--- src/rtl/register_file_write_arbiter_pkg.sv ---
// Shared types for the writeback arbiter: register address width, zero-register
// index, the holding-slot record and the one-hot grant encoding.
package register_file_write_arbiter_pkg;

  localparam int REG_ADDR_W = 5;
  localparam int DATA_W     = 64;
  localparam logic [REG_ADDR_W-1:0] XZR_ADDR = 5'd31;

  typedef struct packed {
    logic                  valid;
    logic [REG_ADDR_W-1:0] addr;
    logic [DATA_W-1:0]     data;
  } slot_t;

  typedef enum logic [1:0] {
    GNT_NONE = 2'b00,
    GNT_0    = 2'b01,
    GNT_1    = 2'b10
  } grant_e;

  // A held entry competes for the port only when it targets a real register.
  function automatic logic is_load(input slot_t s, input logic [REG_ADDR_W-1:0] zero_reg);
    return s.valid && (s.addr != zero_reg);
  endfunction

endpackage

--- src/rtl/register_file_write_arbiter_if.sv ---
// Bundles both writeback request handshakes plus the register file write port
// and debug outputs; master = requesters/consumer side, slave = arbiter side.
interface register_file_write_arbiter_if
  import register_file_write_arbiter_pkg::*;
#(
  parameter int N     = 64,
  parameter int CNT_W = 16
);

  logic                  req0_valid;
  logic                  req0_ready;
  logic [REG_ADDR_W-1:0] req0_addr;
  logic [N-1:0]          req0_data;

  logic                  req1_valid;
  logic                  req1_ready;
  logic [REG_ADDR_W-1:0] req1_addr;
  logic [N-1:0]          req1_data;

  logic [N-1:0]          D;
  logic [REG_ADDR_W-1:0] DA;
  logic                  w;
  logic [1:0]            grant;
  logic [CNT_W-1:0]      stall_count;

  modport master (
    output req0_valid, req0_addr, req0_data,
    output req1_valid, req1_addr, req1_data,
    input  req0_ready, req1_ready,
    input  D, DA, w, grant, stall_count
  );

  modport slave (
    input  req0_valid, req0_addr, req0_data,
    input  req1_valid, req1_addr, req1_data,
    output req0_ready, req1_ready,
    output D, DA, w, grant, stall_count
  );

endinterface

--- src/rtl/register_file_write_arbiter_wb_hold_slot.sv ---
// One-entry writeback holding register; loads on valid&&ready, clears on drain.
// Ready is high when empty or draining this cycle, so a drained slot refills back-to-back.
module wb_hold_slot
  import register_file_write_arbiter_pkg::*;
(
  input  logic                  clock,
  input  logic                  reset,
  input  logic                  req_valid,
  input  logic [REG_ADDR_W-1:0] req_addr,
  input  logic [DATA_W-1:0]     req_data,
  input  logic                  drain,
  output logic                  ready,
  output slot_t                 slot
);

  slot_t slot_q;

  assign ready = !slot_q.valid || drain;
  assign slot  = slot_q;

  always_ff @(posedge clock) begin
    if (reset) begin
      slot_q <= '0;
    end else if (req_valid && ready) begin
      slot_q.valid <= 1'b1;
      slot_q.addr  <= req_addr;
      slot_q.data  <= req_data;
    end else if (drain) begin
      slot_q.valid <= 1'b0;
    end
  end

endmodule

--- src/rtl/register_file_write_arbiter.sv ---
// Round-robin sharing of the register file write port between ALU and load writeback.
// Write issues 1 cycle after acceptance (2 if arbitration lost); port driven from slot registers only.
module register_file_write_arbiter
  import register_file_write_arbiter_pkg::*;
#(
  parameter int                    N        = DATA_W,
  parameter logic [REG_ADDR_W-1:0] ZERO_REG = XZR_ADDR,
  parameter int                    CNT_W    = 16
)
(
  input  logic                          clock,
  input  logic                          reset,
  register_file_write_arbiter_if.slave  bus
);

  localparam logic [CNT_W-1:0] CNT_MAX = '1;

  slot_t                 slot0;
  slot_t                 slot1;
  logic                  load0;
  logic                  load1;
  logic                  drop0;
  logic                  drop1;
  logic                  drain0;
  logic                  drain1;
  logic                  ptr;
  logic                  ptr_nxt;
  grant_e                grant;
  logic                  stalled;
  logic [CNT_W-1:0]      stall_q;
  logic [N-1:0]          wr_data;
  logic [REG_ADDR_W-1:0] wr_addr;

  wb_hold_slot u_slot0 (
    .clock     (clock),
    .reset     (reset),
    .req_valid (bus.req0_valid),
    .req_addr  (bus.req0_addr),
    .req_data  (bus.req0_data),
    .drain     (drain0),
    .ready     (bus.req0_ready),
    .slot      (slot0)
  );

  wb_hold_slot u_slot1 (
    .clock     (clock),
    .reset     (reset),
    .req_valid (bus.req1_valid),
    .req_addr  (bus.req1_addr),
    .req_data  (bus.req1_data),
    .drain     (drain1),
    .ready     (bus.req1_ready),
    .slot      (slot1)
  );

  assign load0 = is_load(slot0, ZERO_REG);
  assign load1 = is_load(slot1, ZERO_REG);
  assign drop0 = slot0.valid && !load0;
  assign drop1 = slot1.valid && !load1;

  // Zero-register entries vanish on their first valid cycle without touching the port.
  assign drain0 = (grant == GNT_0) || drop0;
  assign drain1 = (grant == GNT_1) || drop1;

  always_comb begin
    grant   = GNT_NONE;
    ptr_nxt = ptr;
    case ({load1, load0})
      2'b11: begin
        grant   = ptr ? GNT_1 : GNT_0;
        ptr_nxt = ~ptr;
      end
      2'b01: begin
        grant   = GNT_0;
        ptr_nxt = 1'b1;
      end
      2'b10: begin
        grant   = GNT_1;
        ptr_nxt = 1'b0;
      end
      default: begin
        grant   = GNT_NONE;
        ptr_nxt = ptr;
      end
    endcase
  end

  always_comb begin
    wr_addr = '0;
    wr_data = '0;
    case (grant)
      GNT_0: begin
        wr_addr = slot0.addr;
        wr_data = slot0.data;
      end
      GNT_1: begin
        wr_addr = slot1.addr;
        wr_data = slot1.data;
      end
      default: begin
        wr_addr = '0;
        wr_data = '0;
      end
    endcase
  end

  // At most one loadable slot can be waiting, so this is a single-step increment.
  assign stalled = (load0 && (grant != GNT_0)) || (load1 && (grant != GNT_1));

  always_ff @(posedge clock) begin
    if (reset) begin
      ptr     <= 1'b0;
      stall_q <= '0;
    end else begin
      ptr <= ptr_nxt;
      if (stalled && (stall_q != CNT_MAX)) begin
        stall_q <= stall_q + 1'b1;
      end
    end
  end

  assign bus.D           = wr_data;
  assign bus.DA          = wr_addr;
  assign bus.w           = (grant != GNT_NONE);
  assign bus.grant       = grant;
  assign bus.stall_count = stall_q;

endmodule
--- src/flat_wrapper.sv ---
// flat-port wrapper written by rule: the top's interface ports become plain ports
module register_file_write_arbiter_flat import register_file_write_arbiter_pkg::*;
#(
  parameter int                    N        = DATA_W,
  parameter logic [REG_ADDR_W-1:0] ZERO_REG = XZR_ADDR,
  parameter int                    CNT_W    = 16
)
  (clock, reset, bus_req0_valid, bus_req0_addr, bus_req0_data, bus_req1_valid, bus_req1_addr, bus_req1_data, bus_req0_ready, bus_req1_ready, bus_D, bus_DA, bus_w, bus_grant, bus_stall_count);
  register_file_write_arbiter_if #(.N(N), .CNT_W(CNT_W)) bus_i ();
  input  logic clock;
  input  logic reset;
  input wire logic [$bits(bus_i.req0_valid)-1:0] bus_req0_valid;
  input wire logic [$bits(bus_i.req0_addr)-1:0] bus_req0_addr;
  input wire logic [$bits(bus_i.req0_data)-1:0] bus_req0_data;
  input wire logic [$bits(bus_i.req1_valid)-1:0] bus_req1_valid;
  input wire logic [$bits(bus_i.req1_addr)-1:0] bus_req1_addr;
  input wire logic [$bits(bus_i.req1_data)-1:0] bus_req1_data;
  output wire logic [$bits(bus_i.req0_ready)-1:0] bus_req0_ready;
  output wire logic [$bits(bus_i.req1_ready)-1:0] bus_req1_ready;
  output wire logic [$bits(bus_i.D)-1:0] bus_D;
  output wire logic [$bits(bus_i.DA)-1:0] bus_DA;
  output wire logic [$bits(bus_i.w)-1:0] bus_w;
  output wire logic [$bits(bus_i.grant)-1:0] bus_grant;
  output wire logic [$bits(bus_i.stall_count)-1:0] bus_stall_count;
  assign bus_i.req0_valid = bus_req0_valid;
  assign bus_i.req0_addr = bus_req0_addr;
  assign bus_i.req0_data = bus_req0_data;
  assign bus_i.req1_valid = bus_req1_valid;
  assign bus_i.req1_addr = bus_req1_addr;
  assign bus_i.req1_data = bus_req1_data;
  assign bus_req0_ready = bus_i.req0_ready;
  assign bus_req1_ready = bus_i.req1_ready;
  assign bus_D = bus_i.D;
  assign bus_DA = bus_i.DA;
  assign bus_w = bus_i.w;
  assign bus_grant = bus_i.grant;
  assign bus_stall_count = bus_i.stall_count;
  register_file_write_arbiter #(.N(N), .ZERO_REG(ZERO_REG), .CNT_W(CNT_W)) u_core (.clock(clock), .reset(reset), .bus(bus_i));
endmodule
--- config.mk ---
export PLATFORM = sky130hd
export DESIGN_NAME = register_file_write_arbiter_flat
export DESIGN_NICKNAME = d
export VERILOG_FILES = /design/src/rtl/register_file_write_arbiter_pkg.sv /design/src/rtl/register_file_write_arbiter_if.sv /design/src/rtl/register_file_write_arbiter_wb_hold_slot.sv /design/src/rtl/register_file_write_arbiter.sv /design/src/flat_wrapper.sv
export SDC_FILE = /design/constraint.sdc
export NUM_CORES = 1
export LEC_CHECK = 0
export ABC_AREA = 1
export ABC_CLOCK_PERIOD_IN_PS = 4700
export BUFFER_PORTS_ARGS = -buffer_cell sky130_fd_sc_hd__buf_2
export CAP_MARGIN = 20
export CORE_ASPECT_RATIO = 0.8
export CORE_MARGIN = 5
export CORE_UTILIZATION = 30
export DETAILED_ROUTE_END_ITERATION = 7
export PLACE_DENSITY = 0.54
export SLEW_MARGIN = 15
export SYNTH_ARGS = -nofsm -noshare
export SYNTH_HDL_FRONTEND = slang
export SYNTH_HIERARCHICAL = 1
export SYNTH_SLANG_ARGS = --single-unit
--- constraint.sdc ---
create_clock -name clock -period 4.7 [get_ports clock]
set_input_delay 0.94 -clock clock [delete_from_list [all_inputs] [get_ports clock]]
set_output_delay 0.94 -clock clock [all_outputs]
set_load 0.01 [all_outputs]
==> impl_metrics.py <==
metrics = {
    "global_routing": {
        "antenna_found_initial": 2,
        "grt-ovfl-total": 0,
        "grt_pass1_wl_um": 45100,
        "grt_max_degree": 140,
        "grt_pass1_vias": 8314,
        "grtUsageTotal_pct": 17.5,
    },
    "yosys": {
        "syn_inst": 1342,
        "synth_nets": 1491,
        "syn_area_per_cell_um2": 6.24,
        "synth_cell_types": 28,
        "yosysSeqAreaShare_pct": 37.5,
        "ys_seq_elements": 157,
        "yosysWarnings": 6,
        "yosys-top-cells-area": "dfxtp_1 (38%), nand2_1 (15%), a21oi_1 (13%)",
        "syn-cell-area_um2": 8380,
        "synth_top_area_share_pct": 37.5,
        "yosysTopAreaCell": "dfxtp_1",
    },
    "route": {
        "ant_nets": 0,
        "drtIter0Drc": 558,
        "drt_wl_total_um": 28200,
        "drc": 0,
        "vias": 8863,
        "drtPass1Iterations": 4,
        "viasPerCell": 4.71,
        "wl_per_cell_um": 15.0,
    },
    "power": {
        "switching_share_pct": 33.1,
        "leakagePower_nw": 5.18,
        "combPwrFrac_pct": 19.9,
        "ir_worst_vdd_mv": 0.244,
        "clkPwrFrac_pct": 38.0,
        "pwr_density_cell_nw_per_um2": 351,
        "pwr-share-seq_pct": 42.1,
        "p_int_mw": 2.40,
        "power_switching_mw": 1.19,
    },
    "sta": {
        "setup_viol": 0,
        "period_minus_slack_ns": 4.29,
        "relSlewSlack_pct": 42.7,
        "rsz0062_at_grt": "false",
        "finalSetupTns_ns": 0,
        "tightest_slew_ns": 0.859,
        "maxSlewViolCount": 0,
        "clock_skew_ns": 0.0108,
        "min_period_over_period_pct": 91.2,
        "hold_viol_final": 0,
        "max_freq_mhz": 233,
    },
    "setup_path": {
        "critPathKind": "reg -> out",
        "cp-start-kind": "flop",
        "crit_path_end_kind": "output pin",
        "required_ns": 3.76,
        "ff2ff_setup_slack_ns": 0.93,
        "cp_max_fo": 37,
        "cp_data_arrival_time_ns": 3.35,
    },
    "floorplanning": {
        "initial_utilization_pct": 30.6,
        "io_pins": 232,
        "fp.dieW_um": 197,
        "die_h_um": 159,
        "die_area_um2": 31400,
        "core_um2": 27400,
        "rows": 54,
    },
    "clock_tree": {
        "cts_root_buf": "clkbuf_16",
        "cts_tree": "built",
        "cts_hold_buf": 0,
        "cts_setup_buffers": 0,
        "postCtsResizedCells": 0,
        "clock_path_buffers": 2,
        "clk_pin_slew_worst_paths_ns": 0.07,
        "insertion_delay_ns": 0.43,
        "cts_buffers": 17,
        "cts_max_level": 4,
        "cts_sinks": 157,
    },
    "finish": {
        "area.sequential_um2": 3140,
        "final_common_cell": "nand2_1",
        "synthToLayoutAreaGrowth_pct": 22.0,
        "drive_above_1_share_pct": 19.5,
        "final_nets": 1655,
        "final_cell_mix": "nand2_1 (330), buf_2 (229), a21oi_1 (220), inv_1 (169), nand3_1 (163)",
        "final_design_area_no_fill_um2": 10200,
        "nFillCells": 3138,
        "multi_input_area_um2": 4110,
        "n_antenna_cell": 0,
    },
    "placement": {
        "placed_area_um2": 9650,
        "routabilityCongestion": 0.800,
        "port_buffers": 231,
        "dpl.hpwl_um": 19200,
    },
    "worst_hold_path": {
        "worstHoldPathType": "reg -> reg",
    },
    "outcome": {
        "outcome": "finished clean",
    },
    "run": {
        "max_cap_violations": 0,
    },
}
power by group through the flow:
| stage | Clock (mW) | Combinational (mW) | Sequential (mW) |
|---|---|---|---|
| final | 1.36 | 0.714 | 1.51 |
| after CTS | 1.41 | 0.722 | 1.51 |
| after global placement | 0 | 0.718 | 1.54 |
| after floorplan | 0 | 0.489 | 1.52 |
| after global routing | 1.46 | 0.807 | 1.53 |
| after detailed placement | 0 | 0.721 | 1.54 |
cell usage after synthesis:
cell type / count
nand2_1: 330
a21oi_1: 220
inv_1: 169
nand3_1: 163
nor2_1: 161
dfxtp_1: 157
buf_2: 55
clkbuf_1: 33
buf_4: 7
ha_1: 7
nand4_1: 6
o21ai_0: 5
a21oi_2: 3
buf_1: 3
buf_6: 3
nand2_2: 3
nor2_4: 3
xor2_1: 3
inv_2: 2
clkinv_1: 1
mux2_2: 1
nand2_4: 1
nand3b_1: 1
nand4_4: 1
nor2_2: 1
nor3b_1: 1
or2_2: 1
xnor2_1: 1
logic make-up (layout without fill, tap and decap cells):
kind of cell	count (synthesis)	count (layout)	share of synthesized area [%]
adder cells (fa/ha/maj)	7	7	1.05
XOR/XNOR	4	4	0.418
flip-flops	157	157	37.5
multiplexers	1	1	0.134
buffers and inverters	273	450	13.6
AO/OA/AOI/OAI	228	228	13.8
AND/OR/NAND/NOR	672	672	33.5
state kept, by name (all words and copies together), names as in the netlist:
| name | flops |
|---|---|
| u_core/bus.stall_count | 16 |
| u_core/ptr | 1 |
| u_core/u_slot0/slot | 70 |
| u_core/u_slot1/slot | 70 |
metal layers:
layer | part of all wire [%] | GRT usage, % | wire length (um) | vias up
met5 | 0.12 | 0 | 34 | -
met3 | 5.5 | 4.02 | 1560 | 22
met1 | 50 | 25.7 | 14000 | 4077
met4 | 1.3 | 4.16 | 366 | 4
li1 | - | - | - | 4528
met2 | 43 | 25.9 | 12200 | 232
per-stage QoR:
step / power (mW) / cells / utilization [%] / hold slack [ns] / setup WS, ns
floorplan: 2.01 / 1342 / - / 0.451 / 1.44
global placement: 2.26 / 1851 / 35.2 / 0.460 / 0.827
detailed placement: 2.26 / 1851 / 35.2 / 0.467 / 0.827
CTS: 3.64 / 1883 / 37.3 / 0.486 / 0.342
global route: 3.79 / 1883 / 37.3 / 0.506 / 0.0459
finish: 3.59 / 1883 / 37.3 / 0.481 / 0.415
layout make-up:
type,instances,area share (%)
repair buffers,246,12.7
multi-input cells,912,40.2
clock buffers,19,4.33
inverters,172,6.32
flip-flops and latches,157,30.8
clock inverters,13,1.22
well taps,364,4.46
worst max-delay path: stages (launching register included):
cell and delay (ns):
dfxtp_1 0.37, nand2_1 0.06, nor2_1 0.15, nand2_1 0.09, nand2_1 0.14, inv_1 0.06
ha_1 0.17, inv_1 0.06, o21ai_0 0.07, nand2_1 0.11, ha_2 0.76, buf_4 0.40
inv_1 0.09, nand2_1 0.08, inv_1 0.06, nand2_4 0.07, buf_2 0.16
path summary, 6_finish.rpt:
check / end / startpoint / cells after the start
worst max register to register: u_core/u_slot0/slot[63]$_SDFFE_PP0P_ / u_core/u_slot1/slot[64]$_SDFFE_PP0P_ / 19
worst max-delay path: bus_req0_ready / u_core/u_slot1/slot[64]$_SDFFE_PP0P_ / 16
worst min register to register: u_core/u_slot1/slot[31]$_SDFFE_PP0P_ / u_core/u_slot1/slot[31]$_SDFFE_PP0P_ / 2
worst min-delay path: u_core/u_slot1/slot[31]$_SDFFE_PP0P_ / u_core/u_slot1/slot[31]$_SDFFE_PP0P_ / 2
Note: power is estimated with default switching activity, not from simulation.
